### config.mk
export PLATFORM = sky130hd
export DESIGN_NAME = de_frame_store
export DESIGN_NICKNAME = d
export VERILOG_FILES = /design/src/rtl/de_frame_store.sv
export SDC_FILE = /design/constraint.sdc
export NUM_CORES = 1
export LEC_CHECK = 0
export CAP_MARGIN = 10
export CORE_MARGIN = 1
export CORE_UTILIZATION = 25
export CTS_CLUSTER_DIAMETER = 40
export DETAILED_ROUTE_END_ITERATION = 7
export HOLD_SLACK_MARGIN = 0.02
export MAX_ROUTING_LAYER = met4
export PLACE_DENSITY = 0.5
export SYNTH_ARGS = -nofsm -noshare
export SYNTH_HDL_FRONTEND = slang
export SYNTH_SLANG_ARGS = --single-unit
### constraint.sdc
create_clock -name clk -period 5.3 [get_ports clk]
set_input_delay 1.06 -clock clk [delete_from_list [all_inputs] [get_ports clk]]
set_output_delay 1.06 -clock clk [all_outputs]
set_load 0.05 [all_outputs]
### src/rtl/de_frame_store.sv
// Drawing-engine bus responder for a 32-bit word-write frame-store RAM.
// Partial writes are handled as read-modify-write; every transaction ends with a one-cycle de_ack.
module de_frame_store #(
  parameter int unsigned WAIT_STATES = 2
) (
  input  logic        clk,
  input  logic        rst_n,
  input  logic        de_req,
  output logic        de_ack,
  input  logic [17:0] de_addr,
  input  logic [3:0]  de_nbyte,
  input  logic        de_rnw,
  input  logic [31:0] de_w_data,
  output logic [31:0] de_r_data,
  output logic        busy,
  output logic        mem_en,
  output logic        mem_we,
  output logic [17:0] mem_addr,
  output logic [31:0] mem_wdata,
  input  logic [31:0] mem_rdata
);

  localparam int unsigned AW = 18;
  localparam int unsigned DW = 32;
  localparam int unsigned BW = 4;
  localparam int unsigned CW = 4;

  typedef enum logic [2:0] {
    S_IDLE,
    S_RD,
    S_RDWAIT,
    S_WR,
    S_ACK
  } state_e;

  state_e        state_q, state_d;
  logic [AW-1:0] addr_q, addr_d;
  logic [BW-1:0] nbyte_q, nbyte_d;
  logic          rnw_q, rnw_d;
  logic [DW-1:0] wdata_q, wdata_d;
  logic [CW-1:0] cnt_q, cnt_d;
  logic [DW-1:0] r_data_q, r_data_d;
  logic          ack_q, ack_d;
  logic          busy_q, busy_d;
  logic          mem_en_q, mem_en_d;
  logic          mem_we_q, mem_we_d;
  logic [AW-1:0] mem_addr_q, mem_addr_d;
  logic [DW-1:0] mem_wdata_q, mem_wdata_d;
  logic [DW-1:0] merged;
  logic [DW-1:0] wr_word;

  // Masked-off bytes keep the RAM contents, enabled bytes take the new data.
  always_comb begin
    merged = '0;
    for (int i = 0; i < int'(BW); i++) begin
      merged[8*i +: 8] = nbyte_q[i] ? mem_rdata[8*i +: 8] : wdata_q[8*i +: 8];
    end
  end

  // Next-state and registered-output logic; outputs follow the state being entered.
  always_comb begin
    state_d     = state_q;
    addr_d      = addr_q;
    nbyte_d     = nbyte_q;
    rnw_d       = rnw_q;
    wdata_d     = wdata_q;
    cnt_d       = cnt_q;
    r_data_d    = r_data_q;
    mem_addr_d  = mem_addr_q;
    mem_wdata_d = mem_wdata_q;
    wr_word     = wdata_q;

    unique case (state_q)
      S_IDLE: begin
        if (de_req) begin
          addr_d  = de_addr;
          nbyte_d = de_nbyte;
          rnw_d   = de_rnw;
          wdata_d = de_w_data;
          wr_word = de_w_data;
          if (de_rnw)                    state_d = S_RD;
          else if (de_nbyte == '0)       state_d = S_WR;
          else if (de_nbyte == {BW{1'b1}}) state_d = S_ACK;
          else                           state_d = S_RD;
        end
      end
      S_RD: begin
        cnt_d   = CW'(WAIT_STATES);
        state_d = S_RDWAIT;
      end
      S_RDWAIT: begin
        if (cnt_q != '0) begin
          cnt_d = cnt_q - CW'(1);
        end else if (rnw_q) begin
          r_data_d = mem_rdata;
          state_d  = S_ACK;
        end else begin
          wr_word = merged;
          state_d = S_WR;
        end
      end
      S_WR:    state_d = S_ACK;
      S_ACK:   state_d = S_IDLE;
      default: state_d = S_IDLE;
    endcase

    mem_en_d = (state_d == S_RD) || (state_d == S_WR);
    mem_we_d = (state_d == S_WR);
    if (mem_en_d) mem_addr_d  = addr_d;
    if (mem_we_d) mem_wdata_d = wr_word;
    ack_d  = (state_d == S_ACK);
    busy_d = (state_d != S_IDLE);
  end

  always_ff @(posedge clk) begin
    if (!rst_n) begin
      state_q     <= S_IDLE;
      addr_q      <= '0;
      nbyte_q     <= '0;
      rnw_q       <= 1'b0;
      wdata_q     <= '0;
      cnt_q       <= '0;
      r_data_q    <= '0;
      ack_q       <= 1'b0;
      busy_q      <= 1'b0;
      mem_en_q    <= 1'b0;
      mem_we_q    <= 1'b0;
      mem_addr_q  <= '0;
      mem_wdata_q <= '0;
    end else begin
      state_q     <= state_d;
      addr_q      <= addr_d;
      nbyte_q     <= nbyte_d;
      rnw_q       <= rnw_d;
      wdata_q     <= wdata_d;
      cnt_q       <= cnt_d;
      r_data_q    <= r_data_d;
      ack_q       <= ack_d;
      busy_q      <= busy_d;
      mem_en_q    <= mem_en_d;
      mem_we_q    <= mem_we_d;
      mem_addr_q  <= mem_addr_d;
      mem_wdata_q <= mem_wdata_d;
    end
  end

  assign de_ack    = ack_q;
  assign de_r_data = r_data_q;
  assign busy      = busy_q;
  assign mem_en    = mem_en_q;
  assign mem_we    = mem_we_q;
  assign mem_addr  = mem_addr_q;
  assign mem_wdata = mem_wdata_q;

endmodule

== Yosys cells after proc, flatten, opt, wreduce, memory -nomap -nowiden ==
Index checks and enable logic that the tools add are counted.
Storage, ports and cells
  bits of input ports: 90
  output and inout bits: 86
  register bits after elaboration: 148
  logic and storage cells: 51
Operators by class
  equality and inequality tests: 8
  add/subtract/negate cells: 1
  bitwise logic cells: 1
  muxes and demuxes: 19
  reductions and logical operators: 9
Operators with widths (number)
  32-bit 2-to-1 mux: 3
  32-bit one-hot mux with 2 select lines: 1
  18-bit 2-to-1 mux: 2
  8-bit 2-to-1 mux: 4
  3-bit 2-to-1 mux: 6
  3-bit one-hot mux with 4 select lines: 1
  3-bit by 2-bit == test with 1-bit output, second input constant: 3
  4-bit one-hot mux with 2 select lines: 1
  3-bit by 1-bit == test with 1-bit output, second input constant: 2
  4-bit == test, second input constant: 1
  4-bit zero test: 1
  4-bit 2-to-1 mux: 1
  2-bit AND reduction: 2
  4-bit nonzero test: 1
  4-bit by 1-bit subtractor with 4-bit output, second input constant: 1
  3-bit == test, second input constant: 1
  3-bit zero test: 1
  3-bit AND reduction: 1
  3-bit nonzero test: 1
  2-bit != test, second input constant: 1
  2-bit nonzero test: 1
  1-bit logical OR: 1
  1-bit inverter: 1

== Depth between registers and ports, before layout ==
Gate-level depths: netlist of run 1.
  depth after elaboration: 8
  depth in mapped cells: 8
  gate-level depth less buffers: 6

== Least setup slack after synthesis of run 1 ==
Ideal clock, no wire load.
  kind: input -> register
  from: in de_req
  to: reg mem_wdata_q[2] (netlist: mem_wdata[2])
  setup time: 0.135 ns
  data required time: 5.165 ns
  stages on the path: 7
  path buffers: 3
  arrival: 2.406 ns
  setup slack: 2.759 ns
  cell sequence: buf_4 -> or4b_4 -> a41oi_2 -> buf_6 -> o22a_2 -> buf_6 -> a22oi_1
On the way
  cells in the longest elaborated chain, start to end: 3
  elaborated cells on any way between the ends: 5
  classes of those cells: eq/ne (1); mux (4)
Ends and longest elaborated chain
  from (decl): RTL line 8  | input logic de_req,
  3-bit 2-to-1 mux: RTL line 75  | if (de_req) begin
  3-bit one-hot mux with 4 select lines: RTL line 73  | unique case (state_q)
  3-bit by 2-bit == test with 1-bit output: RTL line 108  | mem_we_d = (state_d == S_WR);
  to (signal assigned): RTL line 143  | mem_wdata_q <= mem_wdata_d;
  to (decl): RTL line 48  | logic [DW-1:0] mem_wdata_q, mem_wdata_d;
Several ways; a longest one is shown, not always the timed one.
A chain may end at the register's enable or synchronous reset.

== Worst setup path in the final report of run 1 ==
  from: in de_req
  to: reg mem_addr_q[9] (netlist: mem_addr[9])
On the way
  cells in the longest elaborated chain, start to end: 4
  elaborated cells on any way between the ends: 7
  classes of those cells: eq/ne (2); mux (4); reduce/logical (1)
Ends and longest elaborated chain
  3-bit 2-to-1 mux: RTL line 75
  3-bit one-hot mux with 4 select lines: RTL line 73
  3-bit by 1-bit == test with 1-bit output or 3-bit by 2-bit == test with 1-bit output (tied branches): RTL line 107  | mem_en_d = (state_d == S_RD) || (state_d == S_WR);
  1-bit logical OR: RTL line 107
  to (signal assigned): RTL line 142  | mem_addr_q <= mem_addr_d;
  to (decl): RTL line 47  | logic [AW-1:0] mem_addr_q, mem_addr_d;
Several ways; a longest one is shown, not always the timed one.

==> reports/results.tsv, run 1 <==
metric	value	unit
total die area	29400	um2
met3 GRT Util	3.20	%
Worst-path clk slew	0.07	ns
Core Footprint	28000	um2
number of buffers created by CTS	17	
Final period util	69.9	%
Placer Congestion	0.768	
syn nets	907	
#FFs+latches synth	148	
Seq/Total Area, Yosys	41.3	%
Lkg Pwr	0.00350	uW
dpl cells	1299	
status	completed	
Mapped Cells	816	
Resized Gates After CTS	0	
CTS sink count	148	
antenna violations before repair	0	
PortBufs	175	
Startpoint Class	input pin	
post-synth top area cell	dfxtp_1	
die height	171	um
Post-route DRC	0	
TritonCTS clock tree	built	
share of cells above drive strength 1	7.55	%
setup_tns	0	ns
Setup-failing EPs final	0	
Syn Std Cell Area	7170	um2
Slew Limit Headroom	31.5	%
RSZ-0062 raised after global routing	no	
vias in the first global route	6590	
R2R Setup Slk	2.13	ns
RR Startpoint	state_q[1]	
Fin Clk Skew	0.0122	ns
Starting Density	25.6	%
Mean Syn Cell Area	8.78	um2
crit path time final	3.70	ns
postcts setup bufs	0	
RR Endpoint	de_r_data[12]	
Clock Tree Buf Depth	2	
area growth from synthesis to layout	35.9	%
Pre-Repair DR Iteration Count	5	
total number of vias	6577	
Worst Path Arrival	4.08	ns
Max Cap Viol	0	
hold path depth	2	
Synth area leaders	dfxtp_1, a21boi_0, nand2_1	
Root Driver	clkbuf_16	
grt met1 use	22.0	%
grt ovf	0	
gr busiest metal	met2	
CTS Hold Bufs	0	
final non-filler cell total	1332	
Pwr Density	376	nW/um2
CP Class	input pin to flip-flop	
Distinct cells, synth	49	
first-pass GRT wire length	36800	um
Pins Over Slew Limit	0	
initial detailed-routing violation count	467	
# rows	61	
hpwl dp	15000	um
final WL	23900	um
Global Route Usage Sum	16.9	%
CP required	5.67	ns
Routed wire per std cell	17.9	um
largest net degree at the start of global routing	89	
Post-synth ARST share	0	%
Hold Crit Class	flip-flop to flip-flop	
fmax	270	MHz
nets	1032	
Post-synth EDFFs	0	
Crit Path Max Fanout	46	
Peak supply drop	0.000168	V
Hold Path End	de_r_data[23]	
# IOs	176	
Max H-tree Level	4	
latest clock arrival within the worst-skew pair	0.43	ns
Antenna Violating Nets Remaining	0	
Hold Startpoint	de_r_data[23]	
die width	171	um
Yosys warning count	0	
Slew @ Worst Pin	1.03	ns
GR met2 Demand/Resource	26.8	%
routed vias/inst	4.94	
Final Hold Viols	0	
ANT cells	0	
CP Capture Type	flip-flop	
main flop type after synthesis	dfxtp_1	
top-area cell type share of the netlist area	41.3	%
worst setup path startpoint	de_req	
R2R depth	4	
[critical path, stage by stage]
cell and delay, ns:
clkdlybuf4s50_1 0.74, or4b_4 0.80, a41oi_4 0.28, buf_4 0.51
or2_2 0.47, o211a_1 0.19
[cells in the final DEF, fill, tap and decap left out, types with 2 or more instances in the layout]
cell / netlist / layout
or3b_2: 2 / 3
clkinv_4: 0 / 4
nor4bb_1: 7 / 6
o31ai_1: 28 / 28
inv_8: 0 / 2
buf_4: 6 / 14
o211ai_1: 26 / 26
and3_1: 2 / 2
a31oi_1: 52 / 52
o211a_1: 18 / 18
or4_1: 4 / 4
clkbuf_16: 0 / 17
o22ai_1: 7 / 7
mux2i_1: 18 / 18
a21oi_1: 5 / 5
and2_1: 2 / 2
and4_1: 26 / 26
inv_1: 31 / 31
inv_6: 0 / 5
clkbuf_8: 0 / 2
o21ai_0: 21 / 21
dfxtp_1: 148 / 147
a22oi_1: 6 / 6
a2bb2oi_1: 6 / 6
nor2b_1: 21 / 21
a21boi_0: 95 / 95
o221ai_1: 26 / 26
nand2_1: 150 / 150
mux2_2: 6 / 6
nor2_1: 3 / 3
clkdlybuf4s50_1: 0 / 174
or2_2: 2 / 2
[Yosys cell counts (2+ instances only)]
master / n
dfxtp_1: 148
o211a_1: 18
o31ai_1: 28
or2_2: 2
clkbuf_1: 47
buf_6: 9
or3b_2: 2
and3_1: 2
and4_1: 26
nand2_1: 150
nor2b_1: 21
o221ai_1: 26
a22oi_1: 6
o211ai_1: 26
o21ai_0: 21
a21boi_0: 95
a2bb2oi_1: 6
nor3b_2: 2
buf_1: 4
inv_1: 31
nor3_1: 2
buf_4: 6
o22ai_1: 7
nor2_1: 3
mux2i_1: 18
a21oi_1: 5
and2_1: 2
mux2_2: 6
nor4bb_1: 7
a31oi_1: 52
buf_2: 17
or4_1: 4
[layer usage]
layer	wire length, um	part of all wire [%]
met1	11600	49
met2	11100	46
met3	1020	4.3
met4	198	0.83
met5	0	0
[power breakdown]
part,leakage (uW),internal [uW],switching (uW),total (uW)
Clock,0.000289,689,540,1230
Sequential,0.00121,1230,96.6,1320
Combinational,0.00200,403,710,1110
Total,0.00350,2320,1350,3660
[sequential cells by signal, summed over array words and instances, names as in the netlist, 3 cells and up]
register and count:
mem_wdata 32, wdata_q 32, cnt_q 4, de_r_data 32, state_q 3, nbyte_q 4, addr_q 18, mem_addr 18
[per-stage QoR]
| stage | hold slack (ns) | cell area, um2 | util, % | setup WS (ns) | total power, uW |
|---|---|---|---|---|---|
| 3_5_place_dp | 0.454 | 9130 | 32.6 | 1.12 | 2460 |
| 5_1_grt | 0.485 | 9740 | 34.8 | 1.47 | 3860 |
| 3_3_place_gp | 0.456 | 9130 | 32.6 | 1.17 | 2450 |
| 6_report | 0.467 | 9740 | 34.8 | 1.60 | 3660 |
| 2_1_floorplan | 0.446 | 7170 | - | 2.76 | 2070 |
| 4_1_cts | 0.467 | 9730 | 34.7 | 1.58 | 3710 |
[cell type report]
type	instances	area (um2)
fill	2957	18300
sequential	148	2960
tap	378	473
clock inverter	13	139
multi-input combinational	554	3730
clock buffer	19	453
timing repair buffer	189	1860
inverter	31	116
[kinds of logic (layout without fill, tap and decap cells)]
logic type,Yosys count,after routing,share of synthesized area [%]
multiplexers,24,24,3.46
AO/OA/AOI/OAI,297,297,30.7
adder cells (fa/ha/maj),1,1,0.175
flip-flops,148,148,41.3
buffers and inverters,114,252,7.52
AND/OR/NAND/NOR,232,232,16.8
[worst max path at each step]
stage	to	cells past startpoint
5_1_grt	mem_addr[9]	6
2_1_floorplan	mem_wdata[2]	7
3_3_place_gp	state_q[0]	6
6_report	mem_addr[9]	6
3_5_place_dp	mem_addr[9]	6
4_1_cts	mem_addr[9]	6
(Power assumes the default switching activity.)
==> inputs of run 2 (changes only) <==
==> constraint.sdc (replaced) <==
create_clock -name clk -period 3.7 [get_ports clk]
set_input_delay 0.74 -clock clk [delete_from_list [all_inputs] [get_ports clk]]
set_output_delay 0.74 -clock clk [all_outputs]
set_load 0.05 [all_outputs]
==> run 2 against run 1 <==
Net effect:
- sequential power is 42% higher
- non-clock buffer count is 9 higher
- die area stayed put
- critical path type is now flip-flop to flip-flop
- largest cell class unchanged
- highest routed layer unchanged
==> reports/results.tsv, run 2 (synthesis results as in run 1) <==
metric	value	unit
status	completed	
CTS Hold Bufs	0	
routed vias/inst	4.93	
vias in the first global route	6468	
Pwr Density	538	nW/um2
Worst Path Arrival	3.10	ns
Hold Crit Class	flip-flop to flip-flop	
first-pass GRT wire length	37700	um
Startpoint Class	flip-flop	
CTS sink count	148	
antenna violations before repair	0	
commonest non-fill, non-tap cell in the layout	clkdlybuf4s50_1	
dpl ws	0.627	ns
Starting Density	25.6	%
Post-route DRC	0	
Clock Tree Buf Depth	2	
RSZ-0062 raised after global routing	no	
Root Driver	clkbuf_16	
Peak supply drop	0.000229	V
grt ovf	0	
sw frac	37.3	%
final hold slack	0.462	ns
setup_tns	0	ns
PortBufs	175	
Core Footprint	28000	um2
total number of vias	6608	
largest net degree at the start of global routing	67	
Critical Path Stages	5	
R2R depth	5	
crit path time final	2.83	ns
Lkg Pwr	0.00354	uW
Worst-path clk slew	0.07	ns
combinational power share	30.9	%
Antenna Violating Nets Remaining	0	
Resized Gates After CTS	0	
ANT cells	0	
Slew @ Worst Pin	0.865	ns
fmax	354	MHz
die height	171	um
Final Hold Viols	0	
Max Cap Viol	0	
R2R Setup Slk	0.87	ns
Total Power	5270	uW
Max H-tree Level	4	
share of power burned in registers	35.5	%
CP Cell Sequence	or3b_2 -> o21ai_0 -> o22a_2 -> buf_4 -> a31oi_1	
postcts setup bufs	0	
number of buffers created by CTS	17	
die width	171	um
# rows	61	
CP required	3.97	ns
# IOs	176	
Placer Congestion	0.778	
CP Class	flip-flop to flip-flop	
Final period util	76.4	%
CP Capture Type	flip-flop	
Fillers	2900	
TritonCTS clock tree	built	
Pins Over Slew Limit	0	
slowest CP cell	or3b_2	
final WL	24000	um
area growth from synthesis to layout	36.8	%
Setup-failing EPs final	0	
total die area	29400	um2
initial detailed-routing violation count	422	
Clk network pwr share	33.6	%
most frequent cells in the layout	clkdlybuf4s50_1, nand2_1, dfxtp_1	
Routed wire per std cell	17.9	um
Slew Limit Headroom	42.4	%
setup slack after layout	0.874	ns
CP peak stage delay	0.83	ns
nets	1041	
Crit Path Max Fanout	32	
WP buf/inv	1	
share of cells above drive strength 1	8.41	%
cell-internal power	3300	uW
latest clock arrival within the worst-skew pair	0.43	ns
hold path depth	2	
Global Route Usage Sum	17.2	%
hpwl dp	15700	um
kind of cell adding the most delay to the critical path	compound AO/OA/AOI/OAI gates	
Sw Pwr	1970	uW
Pre-Repair DR Iteration Count	5	
Fin Clk Skew	0.0202	ns
==> run 2: layout make-up <==
| class | instances | area (um2) | area share, % |
|---|---|---|---|
| Multi-Input combinational cell | 554 | 3730 | 38.1 |
| Sequential cell | 148 | 2960 | 30.2 |
| Timing Repair Buffer | 198 | 1930 | 19.7 |
| Tap cell | 378 | 473 | 4.82 |
| Clock buffer | 17 | 425 | 4.34 |
| Clock inverter | 15 | 156 | 1.60 |
| Inverter | 31 | 116 | 1.19 |
==> run 2: per-stage QoR <==
stage / utilization [%] / instance area, um2 / cells
3_3_place_gp: 32.9 / 9220 / 1309
2_1_floorplan: - / 7170 / 816
3_5_place_dp: 32.9 / 9220 / 1309
5_1_grt: 35.0 / 9800 / 1341
6_report: 35.0 / 9800 / 1341
4_1_cts: 35.0 / 9800 / 1341
==> run 2: worst paths after layout <==
| kind | startpoint | to |
|---|---|---|
| hold reg to reg | de_r_data[24] | de_r_data[24] |
| hold / removal | de_r_data[24] | de_r_data[24] |
| setup reg to reg | state_q[2] | mem_wdata[29] |
| setup / recovery | state_q[2] | mem_wdata[29] |
==> run 2: routing by layer <==
metal	global-route usage, %	routed length [um]	vias to the layer above
met5	-	0	-
met1	23.2	11600	3149
met2	26.4	11100	179
li1	-	-	3271
met3	3.29	1120	9
met4	3.65	162	0
==> run 2: tightest hold or removal path, cell delays in order (launching register included) <==
cell and delay [ns]:
dfxtp_1 0.31, nand2_1 0.04, a21boi_0 0.06
==> run 2: power groups by stage <==
stage | registers (uW) | logic (uW) | clock network (uW)
after floorplan | 2190 | 779 | 0
after global placement | 1910 | 1630 | 0
after detailed placement | 1910 | 1640 | 0
after CTS | 1870 | 1640 | 1820
after global routing | 1900 | 1750 | 1900
final | 1870 | 1630 | 1770
